`src/rtl/spi_slave_rx_if.sv`:
```
// spi_slave_rx_if: SPI receive pins plus the received-byte output bundle.
interface spi_slave_rx_if;
    logic       spi_sclk_in;
    logic       spi_mosi_in;
    logic       spi_cs_n_in;
    logic       spi_dc_in;
    logic       dc_out;
    logic       byte_rdy_out;
    logic [7:0] byte_data_out;
    modport master (
        output spi_sclk_in, spi_mosi_in, spi_cs_n_in, spi_dc_in,
        input  dc_out, byte_rdy_out, byte_data_out
    );
    modport slave (
        input  spi_sclk_in, spi_mosi_in, spi_cs_n_in, spi_dc_in,
        output dc_out, byte_rdy_out, byte_data_out
    );
endinterface

```
`src/rtl/spi_slave_rx.sv`:
```
// spi_slave_rx: mode-0 SPI byte receiver with D/C capture, oversampled by clk_in.
module spi_slave_rx #(
    parameter bit MSB_FIRST = 1'b1
) (
    input  logic          clk_in,
    input  logic          rst_n_in,
    spi_slave_rx_if.slave bus
);
    logic       sclk_s1_q, sclk_s2_q, sclk_s3_q;
    logic       mosi_s1_q, mosi_s2_q;
    logic       cs_s1_q, cs_s2_q;
    logic       dc_s1_q, dc_s2_q;
    logic [2:0] cnt_q, cnt_d;
    logic [7:0] shift_q, shift_d, shift_nx;
    logic [7:0] data_q, data_d;
    logic       dc_q, dc_d, rdy_q, rdy_d;
    logic       sample, done;

    always_comb begin
        sample   = sclk_s2_q & ~sclk_s3_q & ~cs_s2_q;
        shift_nx = MSB_FIRST ? {shift_q[6:0], mosi_s2_q} : {mosi_s2_q, shift_q[7:1]};
        done     = sample & (cnt_q == 3'd7);
        cnt_d    = cs_s2_q ? 3'd0 : sample ? cnt_q + 3'd1 : cnt_q;
        shift_d  = cs_s2_q ? 8'h00 : sample ? shift_nx : shift_q;
        data_d   = done ? shift_nx : data_q;
        dc_d     = done ? dc_s2_q : dc_q;
        rdy_d    = done;
    end

    // CS_n synchronizer resets to 1 so nothing is sampled right after reset release
    always_ff @(posedge clk_in or negedge rst_n_in) begin
        if (!rst_n_in) begin
            sclk_s1_q <= 1'b0;
            sclk_s2_q <= 1'b0;
            sclk_s3_q <= 1'b0;
            mosi_s1_q <= 1'b0;
            mosi_s2_q <= 1'b0;
            cs_s1_q   <= 1'b1;
            cs_s2_q   <= 1'b1;
            dc_s1_q   <= 1'b0;
            dc_s2_q   <= 1'b0;
            cnt_q     <= 3'd0;
            shift_q   <= 8'h00;
            data_q    <= 8'h00;
            dc_q      <= 1'b0;
            rdy_q     <= 1'b0;
        end else begin
            sclk_s1_q <= bus.spi_sclk_in;
            sclk_s2_q <= sclk_s1_q;
            sclk_s3_q <= sclk_s2_q;
            mosi_s1_q <= bus.spi_mosi_in;
            mosi_s2_q <= mosi_s1_q;
            cs_s1_q   <= bus.spi_cs_n_in;
            cs_s2_q   <= cs_s1_q;
            dc_s1_q   <= bus.spi_dc_in;
            dc_s2_q   <= dc_s1_q;
            cnt_q     <= cnt_d;
            shift_q   <= shift_d;
            data_q    <= data_d;
            dc_q      <= dc_d;
            rdy_q     <= rdy_d;
        end
    end

    assign bus.byte_data_out = data_q;
    assign bus.dc_out        = dc_q;
    assign bus.byte_rdy_out  = rdy_q;
endmodule
```
`src/flat_wrapper.sv`:
```
// flat-port wrapper written by rule: the top's interface ports become plain ports
module spi_slave_rx_flat 
#(
    parameter bit MSB_FIRST = 1'b1
)
  (clk_in, rst_n_in, bus_spi_sclk_in, bus_spi_mosi_in, bus_spi_cs_n_in, bus_spi_dc_in, bus_dc_out, bus_byte_rdy_out, bus_byte_data_out);
  spi_slave_rx_if bus_i ();
  input  logic clk_in;
  input  logic rst_n_in;
  input wire logic [$bits(bus_i.spi_sclk_in)-1:0] bus_spi_sclk_in;
  input wire logic [$bits(bus_i.spi_mosi_in)-1:0] bus_spi_mosi_in;
  input wire logic [$bits(bus_i.spi_cs_n_in)-1:0] bus_spi_cs_n_in;
  input wire logic [$bits(bus_i.spi_dc_in)-1:0] bus_spi_dc_in;
  output wire logic [$bits(bus_i.dc_out)-1:0] bus_dc_out;
  output wire logic [$bits(bus_i.byte_rdy_out)-1:0] bus_byte_rdy_out;
  output wire logic [$bits(bus_i.byte_data_out)-1:0] bus_byte_data_out;
  assign bus_i.spi_sclk_in = bus_spi_sclk_in;
  assign bus_i.spi_mosi_in = bus_spi_mosi_in;
  assign bus_i.spi_cs_n_in = bus_spi_cs_n_in;
  assign bus_i.spi_dc_in = bus_spi_dc_in;
  assign bus_dc_out = bus_i.dc_out;
  assign bus_byte_rdy_out = bus_i.byte_rdy_out;
  assign bus_byte_data_out = bus_i.byte_data_out;
  spi_slave_rx #(.MSB_FIRST(MSB_FIRST)) u_core (.clk_in(clk_in), .rst_n_in(rst_n_in), .bus(bus_i));
endmodule
```
`config.mk`:
```
export PLATFORM = sky130hd
export DESIGN_NAME = spi_slave_rx_flat
export DESIGN_NICKNAME = d
export VERILOG_FILES = /design/src/rtl/spi_slave_rx_if.sv /design/src/rtl/spi_slave_rx.sv /design/src/flat_wrapper.sv
export SDC_FILE = /design/constraint.sdc
export NUM_CORES = 1
export LEC_CHECK = 0
export ABC_AREA = 1
export BUFFER_PORTS_ARGS = -buffer_cell sky130_fd_sc_hd__buf_2
export CAP_MARGIN = 30
export CORE_MARGIN = 3
export CORE_UTILIZATION = 57
export CTS_CLUSTER_DIAMETER = 100
export DETAILED_ROUTE_END_ITERATION = 8
export GPL_ROUTABILITY_DRIVEN = 0
export PLACE_DENSITY = 0.84
export SLEW_MARGIN = 20
export SYNTH_ARGS = -nofsm -noshare
export SYNTH_HDL_FRONTEND = slang
export SYNTH_SLANG_ARGS = --single-unit
```
`constraint.sdc`:
```
create_clock -name clk_in -period 1.85 [get_ports clk_in]
set_input_delay 0.185 -clock clk_in [delete_from_list [all_inputs] [get_ports clk_in]]
set_output_delay 0.185 -clock clk_in [all_outputs]
set_load 0.005 [all_outputs]
```
-- After elaboration in Yosys (flattened, before gate mapping)
Index checks and enable logic that the tools add are counted.
- register bits: 29
- bits of input ports: 6
- output and inout bits: 10
- word-level logic and storage cells: 26
- $add $sub $neg: 1
- equal/unequal tests: 1
- muxes and demuxes: 4
- bitwise operators: 5
- reduce and logical (&&, ||, !) cells: 1
- operators by type and width (cell ; number):
    7-bit two-way mux ; 2
    3-bit two-way mux ; 2
    3-bit by 1-bit adder with 3-bit output (second input constant) ; 1
    1-bit bitwise AND ; 3
    3-bit == test (second input constant) ; 1
    1-bit NOT ; 2
    2-bit nonzero test ; 1

-- Logic depth before layout (Yosys ltp)
- word-level depth: 5
- mapped depth: 6
- depth with buffers taken out: 5

-- Least setup slack after synthesis
OpenSTA, ideal clock, no wires.
- path type: register -> register
- from: reg u_core.cnt_q[0]
- to: reg u_core.data_q[0] (netlist: u_core.bus.byte_data_out[0])
- setup time: 0.118 ns
- data arrival time: 1.131 ns
- data required time: 1.732 ns
- setup slack: 0.601 ns
- cell stages (with the launch flop): 7
- path buffers: 1
- clock period less this slack: 1.249 ns
- cells stage by stage: dfrtp_1 ha_1 ha_1 buf_2 nand4_2 nand2_1 nand2_1
- word-level cells in the longest chain between the ends: 2
- RTL lines (element ; line ; source):
    start, declared ; spi_slave_rx.sv:13 ; logic [2:0] cnt_q, cnt_d;
    start signal, assigned ; spi_slave_rx.sv:57 ; cnt_q <= cnt_d;
    3-bit == test ; spi_slave_rx.sv:22 ; done = sample & (cnt_q == 3'd7);
    1-bit bitwise AND ; spi_slave_rx.sv:22 ;
    end signal, assigned ; spi_slave_rx.sv:59 ; data_q <= data_d;
    end, declared ; spi_slave_rx.sv:15 ; logic [7:0] data_q, data_d;
Every way passes these cells.
A chain may end at the register's enable or synchronous reset.

-- Worst setup path in the final report
Ends and elaborated chain as after synthesis.

==> flow_summary.toml <==
[run_status]
status = "completed"

[job]
cap_viol_max_count = 0

[synthesis]
synth.cell_area_sq_mm = 0.00107
synth_commonest_cells = "38 x nand2_1, 27 x dfrtp_1, 10 x nand3_1, 9 x nand4_1, 4 x buf_2"
synth_enable_flop_cells = 0
synth.area.top_cells = "dfrtp_1 63%, nand2_1 13%, nand4_1 5.3%"
avgSynthCellArea_sq_um = 10.7
ys_async_sr_fraction_pct = 100
synth_nets = 108
yosysWarnings = 0
yosys_register_bits = 29
yosys.area.top_type = "dfrtp_1"
synth_flop_cell = "dfrtp_1"
synth_top_area_share_pct = 63.0
yosysMostFrequentCell = "nand2_1"
syn_inst = 100
ys_types = 13
ys_seq_area_share_pct = 67.9

[setup_path]
cp-start-kind = "flip-flop"
end_kind = "flip-flop"
required_ps = 2050
r2r_slack_ps = 380
crit_arrival_ps = 1670
worstReg2RegEnd = "u_core.bus.byte_data_out[0]$_DFFE_PN0P_"
r2r_cells = 5
critPathMaxFanout = 10
r2r-start = "u_core.cnt_q[0]$_DFFE_PN0P_"
path_cells = "ha_1 -> ha_1 -> nand4_2 -> nand2_1 -> nand2_1"
slowest_stage = "dfrtp_1"
slowest_delay_ps = 380
path_class = "reg2reg"
crit_start = "u_core.cnt_q[0]$_DFFE_PN0P_"

[placement]
dpl.hpwl_microns = 1180
pre_cts_slack_ps = 399
dpl-instance-area_sq_mm = 0.00117
io_buffers = 15

[timing]
rsz0062_at_grt = "no"
finClkSkew_ps = 8.94
worst_slew_pin_slew_ps = 601
setup-tns-final_ps = 0
hold_viol_final = 0
setup_slack_ps = 381
maxSlewViolCount = 0
slew_headroom_pct = 59.9
setup_viol = 0
min_period_over_period_pct = 79.4
clock.fmax_mhz = 681
worst_hold_slack_ps = 352
min_period_ps = 1470

[cts]
postCtsSetupRepairBufs = 0
cts_max_path_buffers = 2
cts_sinks = 29
cts-hold-fix-buffers = 5
cts_root_buffer = "clkbuf_4"
cts_htree_levels = 2
cts_tree = "yes"
cts_buffers = 5
ctsResizeCount = 0
clock_latency_ps = 320
clk_pin_slew_worst_paths_ps = 80

[worst_hold_path]
hold_class = "reg2reg"
whs_endpoint = "u_core.sclk_s2_q$_DFF_PN0_"
whs_path_depth = 0
worstHoldStart = "u_core.sclk_s1_q$_DFF_PN0_"

[detailed_routing]
ant_nets = 0
routed_wl_microns = 1810
drt-wirelength-per-cell_microns = 12.1
vias_per_cell = 5.05
drt_first_pass_iters = 4
vias = 757
drt_iter0_drc = 17
drc_errors = 0

[floorplanning]
initial_core_util_pct = 61.4
core_sq_mm = 0.00175
rows = 15
dieArea_sq_mm = 0.00244
boundaryPins = 16
dieWidth_microns = 49.4
die_y_microns = 49.4

[final_layout]
syn_to_final_growth_pct = 18.2
multiInputGateArea_sq_um = 309
drive_above_1_share_pct = 23.2
fin_util_pct = 72.6
fillerInstances = 133
diodes = 0
num-nets-final = 132
final_area_sq_mm = 0.00127
seqCellArea_sq_um = 728
largest_reg_flops = 8

[grt]
overflow = 0
grt_pass1_wl_microns = 3050
grt_pass1_vias = 693
antenna_found_initial = 0
grt_use_total_pct = 18.1
grt_max_degree = 30

[power_and_ir_drop]
leakagePower_nw = 0.728
p_per_area_mw_per_mm2 = 827
peakVddDrop_mv = 0.626
==> per-stage QoR <==
stage	cells	total power [mW]
floorplan	100	0.690
global placement	137	0.710
detailed placement	137	0.713
CTS	150	1.07
global route	150	1.11
finish	150	1.05
==> kinds of logic (layout without fill, tap and decap cells) <==
family,Yosys count,in the layout,synth area share (%)
buffers and inverters,8,33,3.27
flip-flops,29,29,67.9
AO/OA/AOI/OAI,1,1,0.466
AND/OR/NAND/NOR,60,60,26.0
adder cells (fa/ha/maj),2,2,2.33
==> worst max path at each step <==
stage / endpoint / slack (ps) / cells past startpoint
after floorplan: u_core.bus.byte_data_out[0]$_DFFE_PN0P_ / 600 / 6
after global placement: u_core.bus.byte_data_out[0]$_DFFE_PN0P_ / 460 / 5
after detailed placement: u_core.bus.byte_data_out[0]$_DFFE_PN0P_ / 400 / 5
after CTS: u_core.bus.byte_data_out[0]$_DFFE_PN0P_ / 380 / 5
after global routing: u_core.bus.byte_data_out[0]$_DFFE_PN0P_ / 150 / 5
final: u_core.bus.byte_data_out[0]$_DFFE_PN0P_ / 380 / 5
==> worst max-delay path: cells and delay by family, from the launching register on <==
family,cells,cell delay [ps]
flip-flops,1,380
AND/OR/NAND/NOR,3,470
adder cells (fa/ha/maj),2,520
==> metal layers <==
metal	GRT usage (%)	routed length [microns]	vias to the layer above	part of all wire, %
met3	6.73	121	7	6.7
met4	15.7	73	0	4.0
met1	19.9	769	338	42
met2	27.2	849	37	47
met5	0	0	-	0
li1	-	-	375	-
==> report_power, final <==
group | internal [mW] | leakage, nW | switching, mW
clock network | 0.144 | 0.0320 | 0.196
registers | 0.649 | 0.381 | 0.00856
logic | 0.0176 | 0.316 | 0.0330
==> layout make-up <==
cell class	count	area share, %
clock buffer	6	3.26
clock inverter	2	0.790
inverter	4	1.18
multi-input combinational	63	24.4
sequential	29	57.5
tap	25	2.47
timing repair buffer	21	10.5
==> layout by cell type, fill, tap and decap left out <==
cell            n
nand4_2         1
dfrtp_1        27
inv_2           1
buf_2          15
o21ai_1         1
nand3_1        10
ha_1            2
nor2_4          1
nor2_2          1
clkinv_2        2
clkbuf_1        1
buf_4           1
nand4_1         9
inv_1           3
clkbuf_4        5
dlygate4sd3_1   5
dfstp_2         2
nand2_1        38
(Power assumes the default switching activity.)
